===== config.mk =====
export PLATFORM = sky130hd
export DESIGN_NAME = clk_gate_ctrl_flat
export DESIGN_NICKNAME = d
export VERILOG_FILES = /design/src/rtl/clk_gate_pkg.sv /design/src/rtl/clk_gate_ctrl_if.sv /design/src/rtl/gate_down_cnt.sv /design/src/rtl/clk_gate_ctrl.sv /design/src/flat_wrapper.sv
export SDC_FILE = /design/constraint.sdc
export NUM_CORES = 1
export LEC_CHECK = 0
export BUFFER_PORTS_ARGS = -buffer_cell sky130_fd_sc_hd__buf_2
export CORE_MARGIN = 2
export CORE_UTILIZATION = 55
export CTS_BUF_LIST = sky130_fd_sc_hd__clkbuf_16
export CTS_CLUSTER_DIAMETER = 80
export DETAILED_ROUTE_END_ITERATION = 10
export PLACE_DENSITY = 0.8
export SYNTH_ARGS = -nofsm -noshare
export SYNTH_HDL_FRONTEND = slang
export SYNTH_SLANG_ARGS = --single-unit

===== constraint.sdc =====
create_clock -name in_clk -period 4.41 [get_ports in_clk]
set_input_delay 0.882 -clock in_clk [delete_from_list [all_inputs] [get_ports in_clk]]
set_output_delay 0.882 -clock in_clk [all_outputs]
set_load 0.05 [all_outputs]

===== src/rtl/clk_gate_pkg.sv =====
// Shared encodings for the clock-gate enable controller.
package clk_gate_pkg;

    typedef enum logic [1:0] {
        ST_RUN   = 2'd0,
        ST_IDLE  = 2'd1,
        ST_GATED = 2'd2,
        ST_WAKE  = 2'd3
    } gate_state_e;

    localparam int GATE_CNT_W = 16;

endpackage


===== src/rtl/clk_gate_ctrl_if.sv =====
// Activity / wake handshake bundle between the gated domain and clk_gate_ctrl.
interface clk_gate_ctrl_if
    import clk_gate_pkg::*;
();
    logic                  busy;
    logic                  wake_req;
    logic                  clk_en;
    logic                  wake_ack;
    logic                  gated;
    logic [GATE_CNT_W-1:0] gate_cnt;

    modport master (
        output busy, wake_req,
        input  clk_en, wake_ack, gated, gate_cnt
    );

    modport slave (
        input  busy, wake_req,
        output clk_en, wake_ack, gated, gate_cnt
    );
endinterface


===== src/rtl/gate_down_cnt.sv =====
// Loadable down-counter shared by the idle and wake windows; parks at zero.
module gate_down_cnt #(
    parameter int CNT_W = 8
) (
    input  logic             in_clk,
    input  logic             rst,
    input  logic             load,
    input  logic [CNT_W-1:0] load_val,
    input  logic             dec,
    output logic             zero
);
    logic [CNT_W-1:0] cnt;

    always_ff @(posedge in_clk) begin
        if (rst)
            cnt <= '0;
        else if (load)
            cnt <= load_val;
        else if (dec && cnt != '0)
            cnt <= cnt - 1'b1;
    end

    assign zero = (cnt == '0);
endmodule


===== src/rtl/clk_gate_ctrl.sv =====
// Enable-side clock-gate controller: idle timeout, wake settle, four-phase ack.
// Optional gating-event counter built when CLK_GATE_STATS_EN is defined.
module clk_gate_ctrl
    import clk_gate_pkg::*;
#(
    parameter int IDLE_CYCLES = 16,
    parameter int WAKE_CYCLES = 2,
    parameter int CNT_W       = 8
) (
    input  logic           in_clk,
    input  logic           rst,
    clk_gate_ctrl_if.slave bus
);
    localparam logic [CNT_W-1:0] IDLE_LOAD = CNT_W'(IDLE_CYCLES - 1);
    localparam logic [CNT_W-1:0] WAKE_LOAD = CNT_W'(WAKE_CYCLES - 1);

    gate_state_e      state;
    logic             clk_en_q, wake_ack_q, gated_q;
    logic             activity;
    logic             cnt_load, cnt_dec, cnt_zero;
    logic [CNT_W-1:0] cnt_val;

    assign activity = bus.busy | bus.wake_req;

    // Counter control mirrors the state transitions below.
    always_comb begin
        cnt_load = 1'b0;
        cnt_dec  = 1'b0;
        cnt_val  = '0;
        unique case (state)
            ST_RUN: if (!activity) begin
                cnt_load = 1'b1;
                cnt_val  = IDLE_LOAD;
            end
            ST_IDLE: if (activity) cnt_load = 1'b1;
                     else          cnt_dec  = 1'b1;
            ST_GATED: if (activity) begin
                cnt_load = 1'b1;
                cnt_val  = WAKE_LOAD;
            end
            ST_WAKE: cnt_dec = 1'b1;
            default: ;
        endcase
    end

    gate_down_cnt #(.CNT_W(CNT_W)) u_cnt (
        .in_clk   (in_clk),
        .rst      (rst),
        .load     (cnt_load),
        .load_val (cnt_val),
        .dec      (cnt_dec),
        .zero     (cnt_zero)
    );

    always_ff @(posedge in_clk) begin
        if (rst) begin
            state      <= ST_RUN;
            clk_en_q   <= 1'b1;
            wake_ack_q <= 1'b0;
            gated_q    <= 1'b0;
        end else begin
            unique case (state)
                ST_RUN: begin
                    clk_en_q   <= 1'b1;
                    wake_ack_q <= bus.wake_req;
                    if (!activity) state <= ST_IDLE;
                end
                ST_IDLE: begin
                    wake_ack_q <= 1'b0;
                    // Activity on the terminal count wins over gating.
                    if (activity) begin
                        state <= ST_RUN;
                    end else if (cnt_zero) begin
                        state    <= ST_GATED;
                        clk_en_q <= 1'b0;
                        gated_q  <= 1'b1;
                    end
                end
                ST_GATED: if (activity) begin
                    state    <= ST_WAKE;
                    clk_en_q <= 1'b1;
                    gated_q  <= 1'b0;
                end
                ST_WAKE: begin
                    wake_ack_q <= 1'b0;
                    if (cnt_zero) state <= ST_RUN;
                end
                default: state <= ST_RUN;
            endcase
        end
    end

    assign bus.clk_en   = clk_en_q;
    assign bus.wake_ack = wake_ack_q;
    assign bus.gated    = gated_q;

`ifdef CLK_GATE_STATS_EN
    logic [GATE_CNT_W-1:0] gate_cnt_q;
    logic                  gate_evt;

    assign gate_evt = (state == ST_IDLE) && !activity && cnt_zero;

    always_ff @(posedge in_clk) begin
        if (rst)
            gate_cnt_q <= '0;
        else if (gate_evt && gate_cnt_q != {GATE_CNT_W{1'b1}})
            gate_cnt_q <= gate_cnt_q + 1'b1;
    end

    assign bus.gate_cnt = gate_cnt_q;
`else
    assign bus.gate_cnt = '0;
`endif
endmodule

===== src/flat_wrapper.sv =====
// flat-port wrapper written by rule: the top's interface ports become plain ports
module clk_gate_ctrl_flat import clk_gate_pkg::*;
#(
    parameter int IDLE_CYCLES = 16,
    parameter int WAKE_CYCLES = 2,
    parameter int CNT_W       = 8
)
  (in_clk, rst, bus_busy, bus_wake_req, bus_clk_en, bus_wake_ack, bus_gated, bus_gate_cnt);
  clk_gate_ctrl_if bus_i ();
  input  logic in_clk;
  input  logic rst;
  input wire logic [$bits(bus_i.busy)-1:0] bus_busy;
  input wire logic [$bits(bus_i.wake_req)-1:0] bus_wake_req;
  output wire logic [$bits(bus_i.clk_en)-1:0] bus_clk_en;
  output wire logic [$bits(bus_i.wake_ack)-1:0] bus_wake_ack;
  output wire logic [$bits(bus_i.gated)-1:0] bus_gated;
  output wire logic [$bits(bus_i.gate_cnt)-1:0] bus_gate_cnt;
  assign bus_i.busy = bus_busy;
  assign bus_i.wake_req = bus_wake_req;
  assign bus_clk_en = bus_i.clk_en;
  assign bus_wake_ack = bus_i.wake_ack;
  assign bus_gated = bus_i.gated;
  assign bus_gate_cnt = bus_i.gate_cnt;
  clk_gate_ctrl #(.IDLE_CYCLES(IDLE_CYCLES), .WAKE_CYCLES(WAKE_CYCLES), .CNT_W(CNT_W)) u_core (.in_clk(in_clk), .rst(rst), .bus(bus_i));
endmodule

After elaboration in Yosys (flattened, before gate mapping):

Index checks and enable logic that the tools add are counted.

* input bits: 4
* logic and storage cells: 53
* register bits: 13

* equal/unequal tests: 9
* $add $sub $neg: 1
* mux-type cells: 24
* reduce and logical (&&, ||, !) cells: 13
* bitwise gates (word level): 1

Operators with widths (number)
* 2-to-1 mux 8 bit: 2
* case mux 8 bit (2 select lines): 1
* AND reduction 4 bit: 3
* 2-to-1 mux 2 bit: 5
* 2-to-1 mux 1 bit: 9
* logical NOT 8 bit: 1
* case mux 1 bit (2 select lines): 4
* case mux 2 bit (4 select lines): 1
* nonzero test 8 bit: 1
* subtractor 8 x 1 -> 8 bit (second input constant): 1
* != test 2 x 1 -> 1 bit (second input constant): 3
* nonzero test 2 bit: 3
* == test 2 bit (second input constant): 2
* 2-to-1 mux 4 bit: 1
* != test 2 bit (second input constant): 2
* OR reduction 2 bit: 2
* != test 3 x 1 -> 1 bit (second input constant): 1
* case mux 1 bit (3 select lines): 1
* nonzero test 3 bit: 1
* == test 2 x 1 -> 1 bit (second input constant): 1
* logical NOT 2 bit: 1
* logical AND 1 bit: 1
* bitwise OR 1 bit: 1

Depth between registers and ports, before layout:

Gate-level depths: netlist of run 1.

* depth after elaboration: 6
* mapped depth: 6

Cells and area by module:

Synthesis of run 1 repeated with hierarchy kept, for this count alone.

* cells, all modules: 124
* area, all modules: 1037.2 um^2

By module, submodules not included
* clk_gate_ctrl: area each 521.8 um^2, times used 1, cells each 65
* gate_down_cnt: area each 515.5 um^2, times used 1, cells each 59

Worst setup path after synthesis of run 1:

No wires, ideal clock.

* kind: input-to-reg
* from: input port bus_wake_req
* to: register u_core.u_cnt.cnt[1]
* setup time: 75 ps
* cell stages on the path: 4
* slack: 2506 ps
* path buffers: 0
* arrival time: 1829 ps
* cells stage by stage: nor3b_4 a2bb2oi_2 mux2_2 o22ai_1

* word-level cells in the longest chain between the ends: 5
* elaborated cells on any way between the ends: 10
* those cells by class: mux (7); bitwise (1); reduce/logical (2)

Ends and longest elaborated chain
* from (decl): RTL line flat_wrapper.sv:13 `input wire logic [$bits(bus_i.wake_req)-1:0] bus_wake_req;`
* bitwise OR 1 bit (*): RTL line clk_gate_ctrl.sv:23 `assign activity = bus.busy | bus.wake_req;`
* 2-to-1 mux 1 bit: RTL line clk_gate_ctrl.sv:31, clk_gate_ctrl.sv:35
* case mux 1 bit (2 select lines): RTL line clk_gate_ctrl.sv:30 `unique case (state)`
* logical AND 1 bit: RTL line gate_down_cnt.sv:19 `else if (dec && cnt != '0)`
* nonzero test 2 bit (no source line)
* to (signal assigned): RTL line gate_down_cnt.sv:18 `cnt <= load_val;`
* to (signal assigned): RTL line gate_down_cnt.sv:20 `cnt <= cnt - 1'b1;`
* to (decl): RTL line gate_down_cnt.sv:12 `logic [CNT_W-1:0] cnt;`

Every way passes the cells marked *; elsewhere a longest branch is shown, timed or not.
A chain may end at the register's enable or synchronous reset.

Worst setup path after layout of run 1:

Same ends and word-level chain as after synthesis.

==> results of run 1 <==
==> cell type report <==
cell class | count | area share (%)
clock buffers | 3 | 7.50
clock inverters | 1 | 0.375
inverters | 5 | 1.88
multi-input cells | 84 | 59.1
flip-flops and latches | 13 | 26.0
well taps | 17 | 2.13
repair buffers | 6 | 3.00
==> registers in the layout, indices dropped and copies added (netlist names), named ones only <==
register	flops
u_core.bus.wake_ack	1
u_core.bus.gated	1
u_core.state	1
u_core.u_cnt.cnt	8
u_core.bus.clk_en	1
==> path summary, 6_finish.rpt <==
kind                                                      from                          endpoint  slack (ns)  cells past startpoint
worst min-delay path            u_core.bus.clk_en$_SDFFE_PP1P_    u_core.bus.clk_en$_SDFFE_PP1P_        0.46                      2
worst max register to register                            flop  u_core.u_cnt.cnt[1]$_SDFFE_PP0P_        2.48                      6
worst min register to register  u_core.bus.clk_en$_SDFFE_PP1P_    u_core.bus.clk_en$_SDFFE_PP1P_        0.46                      2
worst max-delay path                              bus_wake_req  u_core.u_cnt.cnt[1]$_SDFFE_PP0P_        2.45                      5
==> placed cells by master, fill, tap and decap left out, drive strengths merged, types with 3 or more instances in the layout <==
cell / synthesis / layout
or3: 3 / 3
or4: 4 / 4
o22ai: 3 / 3
nand2: 4 / 4
ha: 8 / 8
o21ai: 5 / 5
o31ai: 4 / 4
buf: 17 / 6
dfxtp: 13 / 13
nor3: 3 / 3
conb: 1 / 16
nor2: 4 / 4
inv: 5 / 6
clkbuf: 1 / 3
or3b: 3 / 3
a21oi: 7 / 7
==> critical path: stages <==
cell	delay, ns
buf_2	0.14
nor3b_4	0.32
a2bb2oi_2	0.33
mux2_2	0.37
o22ai_1	0.09
==> per-stage QoR <==
stage | std cells | hold WS, ns
floorplan | 120 | 0.460
global placement | 125 | 0.445
detailed placement | 125 | 0.458
CTS | 129 | 0.466
global route | 129 | 0.476
finish | 129 | 0.464
==> cells by family after synthesis <==
logic type / after synthesis / share of synthesized area (%)
simple gates: 29 / 21.1
compound gates: 27 / 20.4
buf+inv: 23 / 16.2
flops: 13 / 27.4
fa+ha+maj: 8 / 10.5
xor+xnor: 3 / 2.77
other cells: 1 / 0.395
mux: 1 / 1.19
==> per-layer routing <==
| layer | vias up | GRT usage, % | part of all wire [%] |
|---|---|---|---|
| li1 | 369 | - | - |
| met1 | 361 | 29.6 | 47 |
| met4 | 0 | 10.0 | 1.7 |
| met5 | - | 0 | 0 |
| met2 | 19 | 30.1 | 48 |
| met3 | 5 | 5.95 | 3.9 |
==> power by group <==
group	total (W)	switching, W	internal, W	leakage, nW
sequential	0.000132	0.00000750	0.000124	0.106
combinational	0.0000895	0.0000657	0.0000238	0.251
clock	0.000171	0.0000516	0.000120	0.0423
total	0.000393	0.000125	0.000268	0.400
==> metrics.txt, run 1 <==
Worst-path clk slew 0.05 ns; FF+latch area 260 um^2; fraction of layout cells with a size suffix above 1 17.9%; Post-Place Cell Area 922 um^2; PortBufs 6; Ports 23; final worst slack 2.45 ns; cts bufs inserted 3; first-pass GRT wire length 3070 um; Starting Density 56.9%; core area 1670 um^2; initial antenna violation count 0; clk buf depth 2; Gate Count Post-Synth 105; final hold vios 0; number of global-route vias before repair 646; sequential share of the synthesized area 27.4%; top cells by area, synth dfxtp_1, buf_4, ha_1, a21oi_1, o221ai_2; violation count after the first detailed-route iteration 10; placer congestion estimate 0.900; Synth Flop Type dfxtp_1; Via density 5.84; top cells by count, synth buf_4, dfxtp_1, ha_1, a21oi_1, inv_1; clk_lat worst skew 0.24 ns; clk sinks 13; Synth async-reset ratio 0%; RSZ-0062 raised after global routing false; cell with the most instances after synthesis buf_4; Post-synth EDFFs 0; WL per Instance 14.3 um; critical path type in -> reg; Static Leak 0.400 nW; Final Core Density 59.9%; ANT nets after route 0; max-cap viol count 0; Max Slew Vio Count 0; Die X 45.6 um; Routed WL 1840 um; diodes inserted 0; CP Launch Type input port; via count 754; post-CTS sizing 0; DRC 0; Post-CTS Setup Repair Bufs 0; pwr/cell area 392 nW/um^2; status finished, final reports clean; Setup crit end kind flop; multi-input combinational cell area 592 um^2; clock root buffer clkbuf_16; Mapped Avg Cell Area 9.04 um^2; crit path time final 1.96 ns; fmax 0.509 GHz; Placement Rows 15; largest net degree at the start of global routing 11; Tcrit/Tclk final 44.6%; nets@finish 125; maximum vdd drop 0.248 mV; Synth top area share 27.4%; CTS tree built; Yosys top cell by area dfxtp_1; Total Die Area 2080 um^2; GRT overflow 0; Setup violations, final 0; Total GRT Usage 21.3%; worst-path maximum fanout 7; Worst EP required 4.58 ns; Pre-antenna DRT Iters 4; Yosys cell types 37; Die H 45.6 um; Syn. warnings 0; H-Tree Depth 1; Detail Placement HPWL 1250 um; crit path DAT 2.14 ns; post-synthesis cell area 950 um^2; Hold Path Class reg -> reg; Area Growth Syn to Fin 5.40%; clock skew 0.00326 ns; Synth Register Bits 13; setup TNS 0 ns; Hold-fix buffers, CTS 0; Design Power 0.000393 W; # fillers 146; final instance area 1000 um^2; Place WS 2.25 ns
Power figures use the tool's default switching activity.
==> run 2, diff against run 1 <==
--- a/config.mk
+++ b/config.mk
@@ -7,11 +7,11 @@
 export LEC_CHECK = 0
 export BUFFER_PORTS_ARGS = -buffer_cell sky130_fd_sc_hd__buf_2
 export CORE_MARGIN = 2
-export CORE_UTILIZATION = 55
+export CORE_UTILIZATION = 47
 export CTS_BUF_LIST = sky130_fd_sc_hd__clkbuf_16
 export CTS_CLUSTER_DIAMETER = 80
 export DETAILED_ROUTE_END_ITERATION = 10
-export PLACE_DENSITY = 0.8
+export PLACE_DENSITY = 0.72
 export SYNTH_ARGS = -nofsm -noshare
 export SYNTH_HDL_FRONTEND = slang
 export SYNTH_SLANG_ARGS = --single-unit
==> constraint.sdc (replaced) <==
create_clock -name in_clk -period 1.8 [get_ports in_clk]
set_input_delay 0.36 -clock in_clk [delete_from_list [all_inputs] [get_ports in_clk]]
set_output_delay 0.36 -clock in_clk [all_outputs]
set_load 0.05 [all_outputs]
==> run 2 against run 1 <==
  * Sequential power up 150%
  * Clock power is 140% higher
  * Clock skew is 0.00096 ns higher
  * Combinational power rose to 2.5 times the previous value
  * Via count is 4.0% higher
==> metrics.txt, run 2 (synthesis gave the netlist of run 1 again) <==
Worst Hold Depth 2 (unchanged); depth of the most critical reg-to-reg path 6 (unchanged); GRT overflow 0 (unchanged); Setup crit end kind flop (unchanged); ANT nets after route 0 (unchanged); core area 1940 um^2 (was 1670 um^2); Starting Density 48.9% (was 56.9%); Pre-antenna DRT Iters 4 (unchanged); Total Die Area 2400 um^2 (was 2080 um^2); Post-Place Cell Area 950 um^2 (was 922 um^2); clk buf depth 2 (unchanged); slowest cell on the critical path or4_1 (was mux2_2); violation count after the first detailed-route iteration 19 (was 10); Detail Placement HPWL 1290 um (was 1250 um); CTS tree built (unchanged); final hold vios 0 (unchanged); hold endpoint u_core.bus.wake_ack$_SDFFE_PP0P_ (was u_core.bus.clk_en$_SDFFE_PP1P_); fraction of layout cells with a size suffix above 1 20.2% (was 17.9%); Placement Rows 16 (was 15); critical path type reg -> reg (was in -> reg); cts bufs inserted 3 (unchanged); Worst R2R Setup Slack 0.04 ns (was 2.48 ns); Hold-fix buffers, CTS 0 (unchanged); Most flops, register u_core.u_cnt.cnt (unchanged); clk sinks 13 (unchanged); Via density 5.56 (was 5.84); Design Power 0.000961 W (was 0.000393 W); Die X 49.0 um (was 45.6 um); Static Leak 0.411 nW (was 0.400 nW); nets@finish 127 (was 125); placer congestion estimate 0.857 (was 0.900); Worst-path clk slew 0.05 ns (about the same); WL per Instance 13.6 um (was 14.3 um); final worst slack 0.0380 ns (was 2.45 ns); DRC 0 (unchanged); RSZ-0062 raised after global routing true (was false); status finished, final reports clean (unchanged); most frequent cells in the layout conb_1, dfxtp_1, ha_1 (unchanged); r2r endpoint u_core.u_cnt.cnt[4]$_SDFFE_PP0P_ (was u_core.u_cnt.cnt[1]$_SDFFE_PP0P_); crit path time final 1.76 ns; Worst EP required 1.97 ns (was 4.58 ns); worst-path maximum fanout 5 (was 7); Die H 49.0 um (was 45.6 um); fmax 0.568 GHz; CP Launch Type flop (was input port); Ports 23 (unchanged); clk_lat worst skew 0.24 ns (about the same); most common cell after layout, fill and taps aside conb_1 (unchanged); H-Tree Depth 1 (unchanged); Setup violations, final 0 (unchanged); Max Slew Vio Count 0 (unchanged); Hold Path Class in -> reg (was reg -> reg); diodes inserted 0 (unchanged); final instance area 1030 um^2 (was 1000 um^2); Cell Chain, Critical Path inv_1 -> ha_1 -> nor3b_4 -> o221ai_2 -> or4_1 -> a21oi_1 (was buf_2 -> nor3b_4 -> a2bb2oi_2 -> mux2_2 -> o22ai_1); crit path DAT 1.93 ns (was 2.14 ns); max-cap viol count 0 (unchanged); CP max stage delay 0.43 ns (was 0.37 ns); Total GRT Usage 17.1% (was 21.3%); number of global-route vias before repair 720 (was 646); clock skew 0.00423 ns (was 0.00326 ns); initial antenna violation count 0 (unchanged); maximum vdd drop 0.559 mV (was 0.248 mV); PortBufs 6 (unchanged); Area Growth Syn to Fin 8.43% (was 5.40%); clock root buffer clkbuf_16 (unchanged); largest net degree at the start of global routing 11 (unchanged); Place WS 0.0394 ns (was 2.25 ns); pwr/cell area 934 nW/um^2 (was 392 nW/um^2); Largest register FFs 8 (unchanged); Post-CTS Setup Repair Bufs 0 (unchanged); Hold Startpoint rst (was u_core.bus.clk_en$_SDFFE_PP1P_); via count 784 (was 754); Routed WL 1920 um (was 1840 um); Tcrit/Tclk final 97.9%; first-pass GRT wire length 3170 um (was 3070 um)
## run 2: cell count changes in the layout (fill, tap and decap cells not counted)
cell,previous run,this run
buf_4,0,2
dfxtp_2,0,1
dfxtp_1,13,12
## run 2: metrics by stage
step | instances | util, % | TNS, ns | hold WS, ns
after floorplan | 120 | - | 0 | 0.460
after global placement | 137 | 48.9 | 0 | 0.439
after detailed placement | 137 | 48.9 | 0 | 0.447
after CTS | 141 | 53.0 | 0 | 0.429
after global routing | 141 | 53.0 | -0.256 | 0.459
final | 141 | 53.0 | 0 | 0.429
## run 2: how the worst max path moves through the flow
| stage | end | cells after the start |
|---|---|---|
| 2_1_floorplan | u_core.u_cnt.cnt[1]$_SDFFE_PP0P_ | 6 |
| 3_3_place_gp | u_core.u_cnt.cnt[1]$_SDFFE_PP0P_ | 5 |
| 3_5_place_dp | u_core.u_cnt.cnt[1]$_SDFFE_PP0P_ | 5 |
| 4_1_cts | u_core.u_cnt.cnt[1]$_SDFFE_PP0P_ | 6 |
| 5_1_grt | u_core.u_cnt.cnt[1]$_SDFFE_PP0P_ | 6 |
| 6_report | u_core.u_cnt.cnt[4]$_SDFFE_PP0P_ | 6 |
## run 2: power by group
| group | internal (W) | switching, W | total [W] |
|---|---|---|---|
| Sequential | 0.000305 | 0.0000186 | 0.000324 |
| Clock | 0.000293 | 0.000120 | 0.000413 |
| Combinational | 0.0000607 | 0.000164 | 0.000224 |
| Total | 0.000659 | 0.000303 | 0.000961 |
## run 2: area by class of cell
cell class                 instances  area [um^2]
multi-input combinational         84          592
fill                             187          912
inverter                           5         18.8
clock buffer                       3         75.1
tap                               27         33.8
timing repair buffer               8         45.0
clock inverter                     1         3.75
sequential                        13          262
## run 2: metal layers
metal	GRT usage (%)	wire length, um	vias to the layer above
met2	29.0	983	36
met5	0	0	-
met1	20.1	790	373
li1	-	-	371
met3	3.68	121	4
met4	9.05	29	0
## run 2: repair_timing
item / 4_1_cts / 5_1_grt
gates cloned: 0 / 0
resized for setup: 1 / 0
setup endpoints to repair: 2 / 8
endpoints found under the hold margin: 0 / 0
## run 2: critical path, delay by kind of cell (launching register included)
family                   cells  cell delay [ns]
AND/OR/NAND/NOR              2             0.73
AO/OA/AOI/OAI                2             0.36
flip-flops                   1             0.31
adder cells (fa/ha/maj)      1             0.19
buffers and inverters        1             0.09
==> run 3, diff against run 2 <==
--- a/config.mk
+++ b/config.mk
@@ -12,6 +12,7 @@
 export CTS_CLUSTER_DIAMETER = 80
 export DETAILED_ROUTE_END_ITERATION = 10
 export PLACE_DENSITY = 0.72
+export REMOVE_ABC_BUFFERS = 1
 export SYNTH_ARGS = -nofsm -noshare
 export SYNTH_HDL_FRONTEND = slang
 export SYNTH_SLANG_ARGS = --single-unit
==> run 3 against run 2 <==
  * Clock skew grew 0.0025 ns
  * Die area unchanged
  * Register-to-register slack improved by 0.02 ns
  * Count of clock-buffer cells in the layout unchanged
  * Critical endpoint unchanged
  * Via count fell by 2.8%
  * Non-clock buffer count is 3 higher
  * Maximum frequency grew 1.1%
  * First-iteration DRC count is 32% lower
  * Wire length down 3.1%
  * Worst hold slack got worse by 0.0031 ns
==> metrics.txt, run 3 (synthesis gave the netlist of run 1 again) <==
violation count after the first detailed-route iteration 13 (was 19); Hold-fix buffers, CTS 0 (unchanged); number of global-route vias before repair 687 (was 720); diodes inserted 0 (unchanged); H-Tree Depth 1 (unchanged); Total GRT Usage 16.6% (was 17.1%); most common cell after layout, fill and taps aside conb_1 (unchanged); Static Leak 0.441 nW (was 0.411 nW); final instance area 1090 um^2 (was 1030 um^2); cts bufs inserted 3 (unchanged); Pre-antenna DRT Iters 4 (unchanged); final hold vios 0 (unchanged); pwr/cell area 901 nW/um^2 (was 934 nW/um^2); crit path DAT 1.91 ns (was 1.93 ns); Hold Path Class in -> reg (unchanged); Design Power 0.000983 W (was 0.000961 W); placer congestion estimate 0.821 (was 0.857); Worst EP required 1.97 ns (about the same); CP Launch Type flop (unchanged); ANT nets after route 0 (unchanged); via count 762 (was 784); setup TNS 0 ns (unchanged); initial antenna violation count 0 (unchanged); nets@finish 130 (was 127); Setup crit end kind flop (unchanged); Routed WL 1870 um (was 1920 um); fmax 0.574 GHz (was 0.568 GHz); worst-path maximum fanout 5 (unchanged); fraction of layout cells with a size suffix above 1 23.1% (was 20.2%); Final Non-Filler Cells 144 (was 141); Post-Place Cell Area 957 um^2 (was 950 um^2); max-cap viol count 0 (unchanged); Die H 49.0 um (unchanged); DRC 0 (unchanged); largest net degree at the start of global routing 11 (unchanged); clk sinks 13 (unchanged); Starting Density 48.9% (unchanged); Tcrit/Tclk final 96.8% (was 97.9%); clock root buffer clkbuf_16 (unchanged); clk_lat worst skew 0.25 ns (was 0.24 ns); GRT overflow 0 (unchanged); CTS tree built (unchanged); Setup violations, final 0 (unchanged); Placement Rows 16 (unchanged); crit path time final 1.74 ns (was 1.76 ns); PortBufs 6 (unchanged); Worst-path clk slew 0.05 ns (about the same); WL per Instance 13.0 um (was 13.6 um); Via density 5.29 (was 5.56); clock skew 0.00674 ns (was 0.00423 ns); critical path type reg -> reg (unchanged); core area 1940 um^2 (unchanged); maximum vdd drop 0.603 mV (was 0.559 mV); status finished, final reports clean (unchanged); Max Slew Vio Count 0 (unchanged); Cell Count Post-Placement 138 (was 137); first-pass GRT wire length 2980 um (was 3170 um); Die X 49.0 um (unchanged); Final Core Density 56.2% (was 53.0%); clk buf depth 2 (unchanged); most frequent cells in the layout conb_1, dfxtp_1, ha_1 (unchanged); Detail Placement HPWL 1330 um (was 1290 um); Ports 23 (unchanged); Most flops, register u_core.u_cnt.cnt (unchanged); Area Growth Syn to Fin 14.9% (was 8.43%); Largest register FFs 8 (unchanged); Total Die Area 2400 um^2 (unchanged)
[run 3: metrics by stage]
step / hold slack (ns) / setup slack [ns]
global placement: 0.444 / 0.0462
detailed placement: 0.461 / 0.0125
global route: 0.443 / -0.0370
floorplan: 0.429 / 0.144
finish: 0.426 / 0.0580
CTS: 0.428 / 0.0192
[run 3: worst max-delay path, cell delays in order (launching register included)]
cell	delay, ns
dfxtp_1	0.31
inv_1	0.09
ha_1	0.17
nor3b_4	0.22
buf_4	0.18
o221ai_4	0.12
or4_1	0.42
a21oi_1	0.16
[run 3: final cells by class]
type	instances	area [um^2]
clock inverters	1	3.75
fillers	177	851
inverters	5	18.8
multi-input cells	84	631
well taps	27	33.8
clock buffers	3	75.1
repair buffers	11	67.6
flip-flops and latches	13	262
[run 3: path summary, 6_finish.rpt]
path | startpoint | to | slack (ns) | cells after the start
setup / recovery | flop | u_core.u_cnt.cnt[4]$_SDFFE_PP0P_ | 0.06 | 7
setup reg to reg | flop | u_core.u_cnt.cnt[4]$_SDFFE_PP0P_ | 0.06 | 7
hold / removal | rst | u_core.state[0]$_SDFFE_PP0P_ | 0.43 | 2
hold reg to reg | u_core.bus.clk_en$_SDFFE_PP1P_ | u_core.bus.clk_en$_SDFFE_PP1P_ | 0.48 | 2
[run 3: timing repair]
item | CTS | global route
buffers inserted | 0 | 2
endpoints found under the setup margin | 1 | 8
pin swaps | 0 | 1
gates resized for setup | 1 | 4
[run 3: where the power goes]
part           internal (W)  switching, W
Clock              0.000294      0.000130
Sequential         0.000305     0.0000185
Combinational     0.0000651      0.000170
[run 3: metal layers]
layer	vias to the layer above	GRT usage [%]	wire length, um
li1	376	-	-
met1	361	19.7	848
met2	20	26.9	891
met3	5	3.07	74
met4	0	11.4	50
met5	-	0	0
